**src/rtl/mips_defs.sv**
```systemverilog
// mips_defs: opcode/funct encodings, hazard timing constants and the stall predicate
package mips_defs;
  localparam logic [5:0] OP_RTYPE  = 6'h00;
  localparam logic [5:0] OP_REGIMM = 6'h01;
  localparam logic [5:0] OP_JAL    = 6'h03;
  localparam logic [5:0] OP_BEQ    = 6'h04;
  localparam logic [5:0] OP_BNE    = 6'h05;
  localparam logic [5:0] OP_ADDI   = 6'h08;
  localparam logic [5:0] OP_SLTI   = 6'h0a;
  localparam logic [5:0] OP_SLTIU  = 6'h0b;
  localparam logic [5:0] OP_ANDI   = 6'h0c;
  localparam logic [5:0] OP_ORI    = 6'h0d;
  localparam logic [5:0] OP_XORI   = 6'h0e;
  localparam logic [5:0] OP_LUI    = 6'h0f;
  localparam logic [5:0] OP_LB     = 6'h20;
  localparam logic [5:0] OP_LW     = 6'h23;
  localparam logic [5:0] OP_SB     = 6'h28;
  localparam logic [5:0] OP_SW     = 6'h2b;
  localparam logic [5:0] FN_SLL    = 6'h00;
  localparam logic [5:0] FN_SRL    = 6'h02;
  localparam logic [5:0] FN_SRA    = 6'h03;
  localparam logic [5:0] FN_SLLV   = 6'h04;
  localparam logic [5:0] FN_SRLV   = 6'h06;
  localparam logic [5:0] FN_JR     = 6'h08;
  localparam logic [5:0] FN_JALR   = 6'h09;
  localparam logic [5:0] FN_MOVZ   = 6'h0a;
  localparam logic [5:0] FN_ADD    = 6'h20;
  localparam logic [5:0] FN_ADDU   = 6'h21;
  localparam logic [5:0] FN_SUB    = 6'h22;
  localparam logic [5:0] FN_SUBU   = 6'h23;
  localparam logic [5:0] FN_AND    = 6'h24;
  localparam logic [5:0] FN_OR     = 6'h25;
  localparam logic [5:0] FN_XOR    = 6'h26;
  localparam logic [5:0] FN_NOR    = 6'h27;
  localparam logic [5:0] FN_SLT    = 6'h2a;
  localparam logic [4:0] RT_BLTZAL = 5'h10;
  localparam logic [4:0] RT_BGEZAL = 5'h11;
  localparam logic [4:0] REG_RA    = 5'd31;
  localparam logic [1:0] TUSE_NONE = 2'd3;
  localparam logic [1:0] TNEW_NONE = 2'd0;
  localparam logic [1:0] TNEW_ALU  = 2'd1;
  localparam logic [1:0] TNEW_LOAD = 2'd2;
  function automatic logic hazard(input logic [4:0] src, input logic [1:0] tuse,
                                  input logic [4:0] dst, input logic [1:0] tnew);
    return src != 5'd0 && src == dst && tuse < tnew;
  endfunction
endpackage

```
**src/rtl/issue_reg_de_tuse_tnew_dec.sv**
```systemverilog
// tuse_tnew_dec: classifies a D-stage instruction into operand use times, result ready time and write register
module tuse_tnew_dec
  import mips_defs::*;
(
  input  logic [5:0] op,
  input  logic [4:0] rs,
  input  logic [4:0] rt,
  input  logic [4:0] rd,
  input  logic [5:0] fn,
  output logic [1:0] tuse_rs,
  output logic [1:0] tuse_rt,
  output logic [1:0] tnew,
  output logic [4:0] dst
);
  logic rtype, r_alu, r_shamt, jr, jalr, link_b, br, i_alu, lui, load, store, jal;
  always_comb begin
    rtype   = op == OP_RTYPE;
    r_alu   = rtype && fn inside {FN_ADDU, FN_ADD, FN_SUBU, FN_SUB, FN_AND, FN_OR, FN_XOR, FN_NOR,
                                  FN_SLT, FN_SLL, FN_SLLV, FN_SRL, FN_SRLV, FN_SRA, FN_MOVZ};
    r_shamt = rtype && fn inside {FN_SLL, FN_SRL, FN_SRA};
    jr      = rtype && fn == FN_JR;
    jalr    = rtype && fn == FN_JALR;
    link_b  = op == OP_REGIMM && rt inside {RT_BLTZAL, RT_BGEZAL};
    br      = op inside {OP_BEQ, OP_BNE};
    i_alu   = op inside {OP_ADDI, OP_ANDI, OP_ORI, OP_XORI, OP_SLTI, OP_SLTIU};
    lui     = op == OP_LUI;
    load    = op inside {OP_LW, OP_LB};
    store   = op inside {OP_SW, OP_SB};
    jal     = op == OP_JAL;
    tuse_rs = (jr || jalr || link_b || br) ? 2'd0 :
              ((r_alu && !r_shamt) || i_alu || load || store) ? 2'd1 : TUSE_NONE;
    tuse_rt = br ? 2'd0 : r_alu ? 2'd1 : store ? 2'd2 : TUSE_NONE;
    tnew    = load ? TNEW_LOAD : (r_alu || i_alu || lui) ? TNEW_ALU : TNEW_NONE;
    dst     = (r_alu || jalr) ? rd : (i_alu || lui || load) ? rt : (jal || link_b) ? REG_RA : 5'd0;
  end
  logic unused_rs;
  assign unused_rs = ^rs;
endmodule

```
**src/rtl/issue_reg_de.sv**
```systemverilog
// issue_reg_de: D->E pipeline register with E/M hazard tracking and load-use stall/bubble injection
module issue_reg_de
  import mips_defs::*;
#(
  parameter logic [31:0] RESET_PC8 = 32'h0000_3008
) (
  input  logic        clk,
  input  logic        reset,
  input  logic [31:0] instr_D,
  input  logic [31:0] pc8_D,
  input  logic [31:0] rs_data_D,
  input  logic [31:0] rt_data_D,
  input  logic [31:0] ext_D,
  output logic [31:0] instr_E,
  output logic [31:0] pc8_E,
  output logic [31:0] rs_data_E,
  output logic [31:0] rt_data_E,
  output logic [31:0] ext_E,
  output logic [4:0]  dst_E,
  output logic [4:0]  dst_M,
  output logic        stall
);
  logic [1:0] tuse_rs, tuse_rt, tnew_D, tnew_E, tnew_M;
  logic [4:0] dst_D;
  logic       bub;
  tuse_tnew_dec u_dec (
    .op(instr_D[31:26]), .rs(instr_D[25:21]), .rt(instr_D[20:16]), .rd(instr_D[15:11]),
    .fn(instr_D[5:0]), .tuse_rs(tuse_rs), .tuse_rt(tuse_rt), .tnew(tnew_D), .dst(dst_D)
  );
  assign stall = hazard(instr_D[25:21], tuse_rs, dst_E, tnew_E) || hazard(instr_D[25:21], tuse_rs, dst_M, tnew_M) ||
                 hazard(instr_D[20:16], tuse_rt, dst_E, tnew_E) || hazard(instr_D[20:16], tuse_rt, dst_M, tnew_M);
  assign bub = reset || stall;
  always_ff @(posedge clk) begin
    instr_E   <= bub ? 32'd0 : instr_D;
    pc8_E     <= bub ? RESET_PC8 : pc8_D;
    rs_data_E <= bub ? 32'd0 : rs_data_D;
    rt_data_E <= bub ? 32'd0 : rt_data_D;
    ext_E     <= bub ? 32'd0 : ext_D;
    dst_E     <= bub ? 5'd0 : dst_D;
    tnew_E    <= bub ? TNEW_NONE : tnew_D;
    dst_M     <= reset ? 5'd0 : dst_E;
    tnew_M    <= (reset || tnew_E == TNEW_NONE) ? TNEW_NONE : tnew_E - 2'd1;
  end
endmodule

```
**config.mk**
```make
export PLATFORM = sky130hd
export DESIGN_NAME = issue_reg_de
export DESIGN_NICKNAME = d
export VERILOG_FILES = /design/src/rtl/mips_defs.sv /design/src/rtl/issue_reg_de_tuse_tnew_dec.sv /design/src/rtl/issue_reg_de.sv
export SDC_FILE = /design/constraint.sdc
export NUM_CORES = 1
export LEC_CHECK = 0
export ABC_CLOCK_PERIOD_IN_PS = 9200
export CORE_AREA = 2 2 129 131
export CTS_CLUSTER_SIZE = 28
export DETAILED_ROUTE_END_ITERATION = 10
export DIE_AREA = 0 0 131 133
export PLACE_DENSITY = 0.87
export SKIP_CTS_REPAIR_TIMING = 1
export SLEW_MARGIN = 20
export SYNTH_ARGS = -nofsm -noshare
export SYNTH_HDL_FRONTEND = slang
export SYNTH_SLANG_ARGS = --single-unit
```
**constraint.sdc**
```tcl
create_clock -name clk -period 9.2 [get_ports clk]
set_input_delay 2.76 -clock clk [delete_from_list [all_inputs] [get_ports clk]]
set_output_delay 2.76 -clock clk [all_outputs]
set_load 0.02 [all_outputs]
```
-- Word-level counts from Yosys, hierarchy flattened
Index checks and enable logic that the tools add are counted.
- bits in registers: 174
- add/sub/neg operators: 1
- magnitude comparators: 4
- equal/unequal tests: 37
- multiplexer cells: 10
- reductions and logical operators: 45
- operators by type and width (operator ; count):
    6-bit == test, second input constant ; 13
    6-bit by 4-bit == test with 1-bit output, second input constant ; 10
    6-bit by 3-bit == test with 1-bit output, second input constant ; 4
    5-bit == test ; 4
    6-bit by 2-bit == test with 1-bit output, second input constant ; 3
    1-bit logical OR ; 17
    5-bit two-way mux ; 3
    15-bit nonzero test ; 1
    1-bit logical AND ; 14
    6-bit logical NOT ; 2
    5-bit == test, second input constant ; 2
    2-bit two-way mux ; 5
    5-bit nonzero test ; 2
    2-bit < comparator ; 4
    2-bit nonzero test ; 4
    6-bit by 1-bit == test with 1-bit output, second input constant ; 1
    6-bit nonzero test ; 1
    3-bit nonzero test ; 1
    2-bit logical NOT ; 1
    1-bit two-way mux ; 2
    2-bit OR reduction ; 1
    2-bit by 1-bit subtractor with 2-bit output, second input constant ; 1
    1-bit logical NOT ; 1

-- Longest topological paths before layout
- depth in word-level cells: 17
- gate-level depth with buffers: 12
- depth with buffers taken out: 10

-- Cells and area by module
A second synthesis with hierarchy kept.
- cell total of the unflattened synthesis: 506
- area, all modules: 7324.5 µm²
- modules (own cells, without submodules) (module ; times used ; cells each ; area each (µm²) ; seq. area each (µm²)):
    issue_reg_de ; 1 ; 452 ; 6914.1 ; 3483.3
    tuse_tnew_dec ; 1 ; 54 ; 410.4 ; 0.0

-- Worst setup path before layout
OpenSTA, ideal clock, no wires.
- path type: input-to-output
- start: in instr_D[31]
- end: out stall
- arrival: 4.251 ns
- slack: 2.189 ns
- cell stages on the path: 7
- path through: or2_1 -> or3_4 -> o21bai_1 -> ha_1 -> nor4b_1 -> a32oi_1 -> nand2_1
- cells in the longest elaborated chain, start to end: 14
- ends and longest elaborated chain (element ; line ; RTL):
    start: declaration ; issue_reg_de.sv:9 ; input logic [31:0] instr_D,
    parallel branches: the longest is 13 deep, another holds 2-bit < comparator ; -- ;
    1-bit logical OR * ; issue_reg_de.sv:31 ; hazard(instr_D[20:16], tuse_rt, dst_E, tnew_E) || hazard(instr_D[20:16], tuse_rt, dst_M, tnew_M);
    end: declaration ; issue_reg_de.sv:21 ; output logic stall
Every way passes the cells marked *.

-- Worst setup path after layout
Ends and elaborated chain as after synthesis.

==> flow_summary.toml <==
[synthesis]
synthArstFlopShare_pct = 0
synth_warnings = 0
avgSynthCellArea_um2 = 11.7
yosys.area.top_type = "dfxtp_1"
syn_area_um2 = 5620
synth_ff_type = "dfxtp_1"
seq_area_frac_synth_pct = 62.0
synth_top_area_share_pct = 62.0
syn_inst = 482
synthTopCellsByArea = "dfxtp_1, and3_1, buf_8"
synth_seq_cells = 174
synth_edf_count = 0
yosysUniqueCellTypes = 51
synthesis.nets = 647

[placement]
dp_slack_ps = 831
port_buffers = 332
postPlaceCellArea_um2 = 8900
place_congestion = 0.802
hpwlAfterDp_um = 12800
numPlacedInstances = 997

[grt]
grt_max_degree = 114
grt_antenna_before_repair = 0
grt_pass1_vias = 4729
grt_util_all_layers_pct = 19.3
grt_pass1_wl_um = 25500
grt.overflow.total = 0

[floorplan]
core_um2 = 16200
dieArea_um2 = 17400
die_w_um = 131
die-height_um = 133
boundaryPins = 333
rows = 47
initial_utilization_pct = 34.7

[setup_path]
worstSetupPathType = "primary input to primary output"
reg2reg_from = "dst_E[2]"
r2r_cells = 8
start_kind = "primary input"
r2r-end = "tnew_E[1]"
worstPathRequired_ps = 6440
cp.arrival_ps = 5660
crit_fanout = 8
reg2reg_slack_ps = 6550
worstSetupEndpointType = "primary output"

[min_path]
hold_depth = 1
hold_path_end = "tnew_M[0]"
worstHoldStart = "tnew_E[0]"
hp-class = "flip-flop to flip-flop"

[run_status]
status = "finished clean"

[cells_and_area]
fin_area_um2 = 9500
layoutNonFillerInstCount = 1030
drive_gt1_share_pct = 5.06
areaGrowthSynthToFinish_pct = 69.2
diodes = 0
fin_util_pct = 58.8
num-nets-final = 962

[sta]
fmax_mhz = 119
setup_slack_ps = 776
setup_viol = 0
slew_violations = 0
worst_pin_slew_ps = 1160
finalHoldViolCount = 0
rsz0062_at_grt = "false"
worst_hold_slack_ps = 460
fin_crit_sh_pct = 91.6
relSlewSlack_pct = 21.5
final.setup.tns_ps = 0
fin_skew_ps = 14.8
fin_crit_ps = 8420

[routing]
drtPass1Iterations = 4
antenna_left = 0
drcViolationCount = 0
vias = 4744
first_iter_violations = 212
wl_per_cell_um = 16.9
routed_via_density = 4.61
wl_um = 17400

[pwr]
power_mw = 1.76
power.density_nw_per_um2 = 185
ir_drop_v = 0.000126
power.leakage_nw = 4.07

[cts]
root_buffer = "clkbuf_16"
htree_levels = 4
insertion_delay_ps = 430
path_clk_slew_ps = 60
cts_tree = "built"
cts_inserted_buffers = 17
clk_path_buf_depth = 2
numClockSinks = 174

[flow_run]
maxCapViolCount = 0
[worst max path at each step]
stage	endpoint	depth (start not counted)	start
after detailed placement	stall	9	instr_D[30]
after global routing	stall	9	instr_D[30]
after CTS	stall	9	instr_D[30]
final	stall	9	instr_D[31]
after global placement	stall	9	instr_D[30]
after floorplan	stall	7	instr_D[31]
[registers in the layout, indices dropped and copies added, names as in the netlist]
register,count
ext_E,32
pc8_E,32
rs_data_E,32
dst_E,5
tnew_E,2
dst_M,5
tnew_M,2
instr_E,32
rt_data_E,32
[cell type report]
class / instances / area, um2
flip-flops and latches: 174 / 3480
clock inverters: 15 / 151
inverters: 5 / 18.8
multi-input cells: 263 / 1780
clock buffers: 17 / 425
well taps: 220 / 275
repair buffers: 336 / 3370
fillers: 1308 / 6670
[kinds of logic (layout without fill, tap and decap cells)]
family                     after synthesis  after routing  synth area share [%]
buffers and inverters                   45            373                  6.42
DFF                                    174            174                  62.0
adders and majority gates                3              3                 0.668
AOI/OAI and AO/OA                       27             27                  3.70
xor gates and xnor gates                22             22                  3.43
and+or+nand+nor                        211            211                  23.8
[layer usage]
layer / global-route usage [%] / wire length, um / vias up
met5: 0 / 0 / -
met4: 7.86 / 484 / 0
met3: 7.89 / 1650 / 35
met2: 34.9 / 8990 / 210
met1: 19.4 / 6250 / 2177
li1: - / - / 2322
[worst max-delay path: stages]
cell and delay [ps]:
clkdlybuf4s50_1 540, or2_1 330, or3_4 340, o21bai_1 200, ha_1 200, nor4b_1 340, a32oi_1 140, nand2_1 150
clkdlybuf4s50_1 650
[report_power, final]
part           switching (mW)  internal [mW]
Clock                   0.328          0.361
Combinational           0.111          0.152
Sequential             0.0113          0.793
[synth_stat cells, drive strengths merged (2+ instances only)]
cell and count:
xnor2 16, nor3b 2, a21oi 2, nand4 4, ha 3, and3 161
nand2 4, or2 2, clkbuf 5, xor2 6, nand3b 3, a221o 5
nor2 6, a211oi 2, nor2b 7, dfxtp 174, buf 35, nor4b 4
nor4 6, inv 5, nor3 4, or3 2, o21ai 4, o22ai 2
[cells in the final DEF, fill, tap and decap left out, drive strengths merged, types with 2 or more instances in the layout]
cell and n:
and3 161, clkinv 7, or2 2, a21oi 2
xnor2 16, a211oi 2, nand4 4, ha 3
buf 4, dfxtp 174, xor2 6, o21ai 4
nor4 6, a221o 5, nor2 6, inv 13
clkbuf 17, or3 2, nand2 4, nor3b 2
nand3b 3, clkdlybuf4s50 332, nor3 4, nor4b 4
nor2b 7, o22ai 2
(Power assumes the default switching activity.)
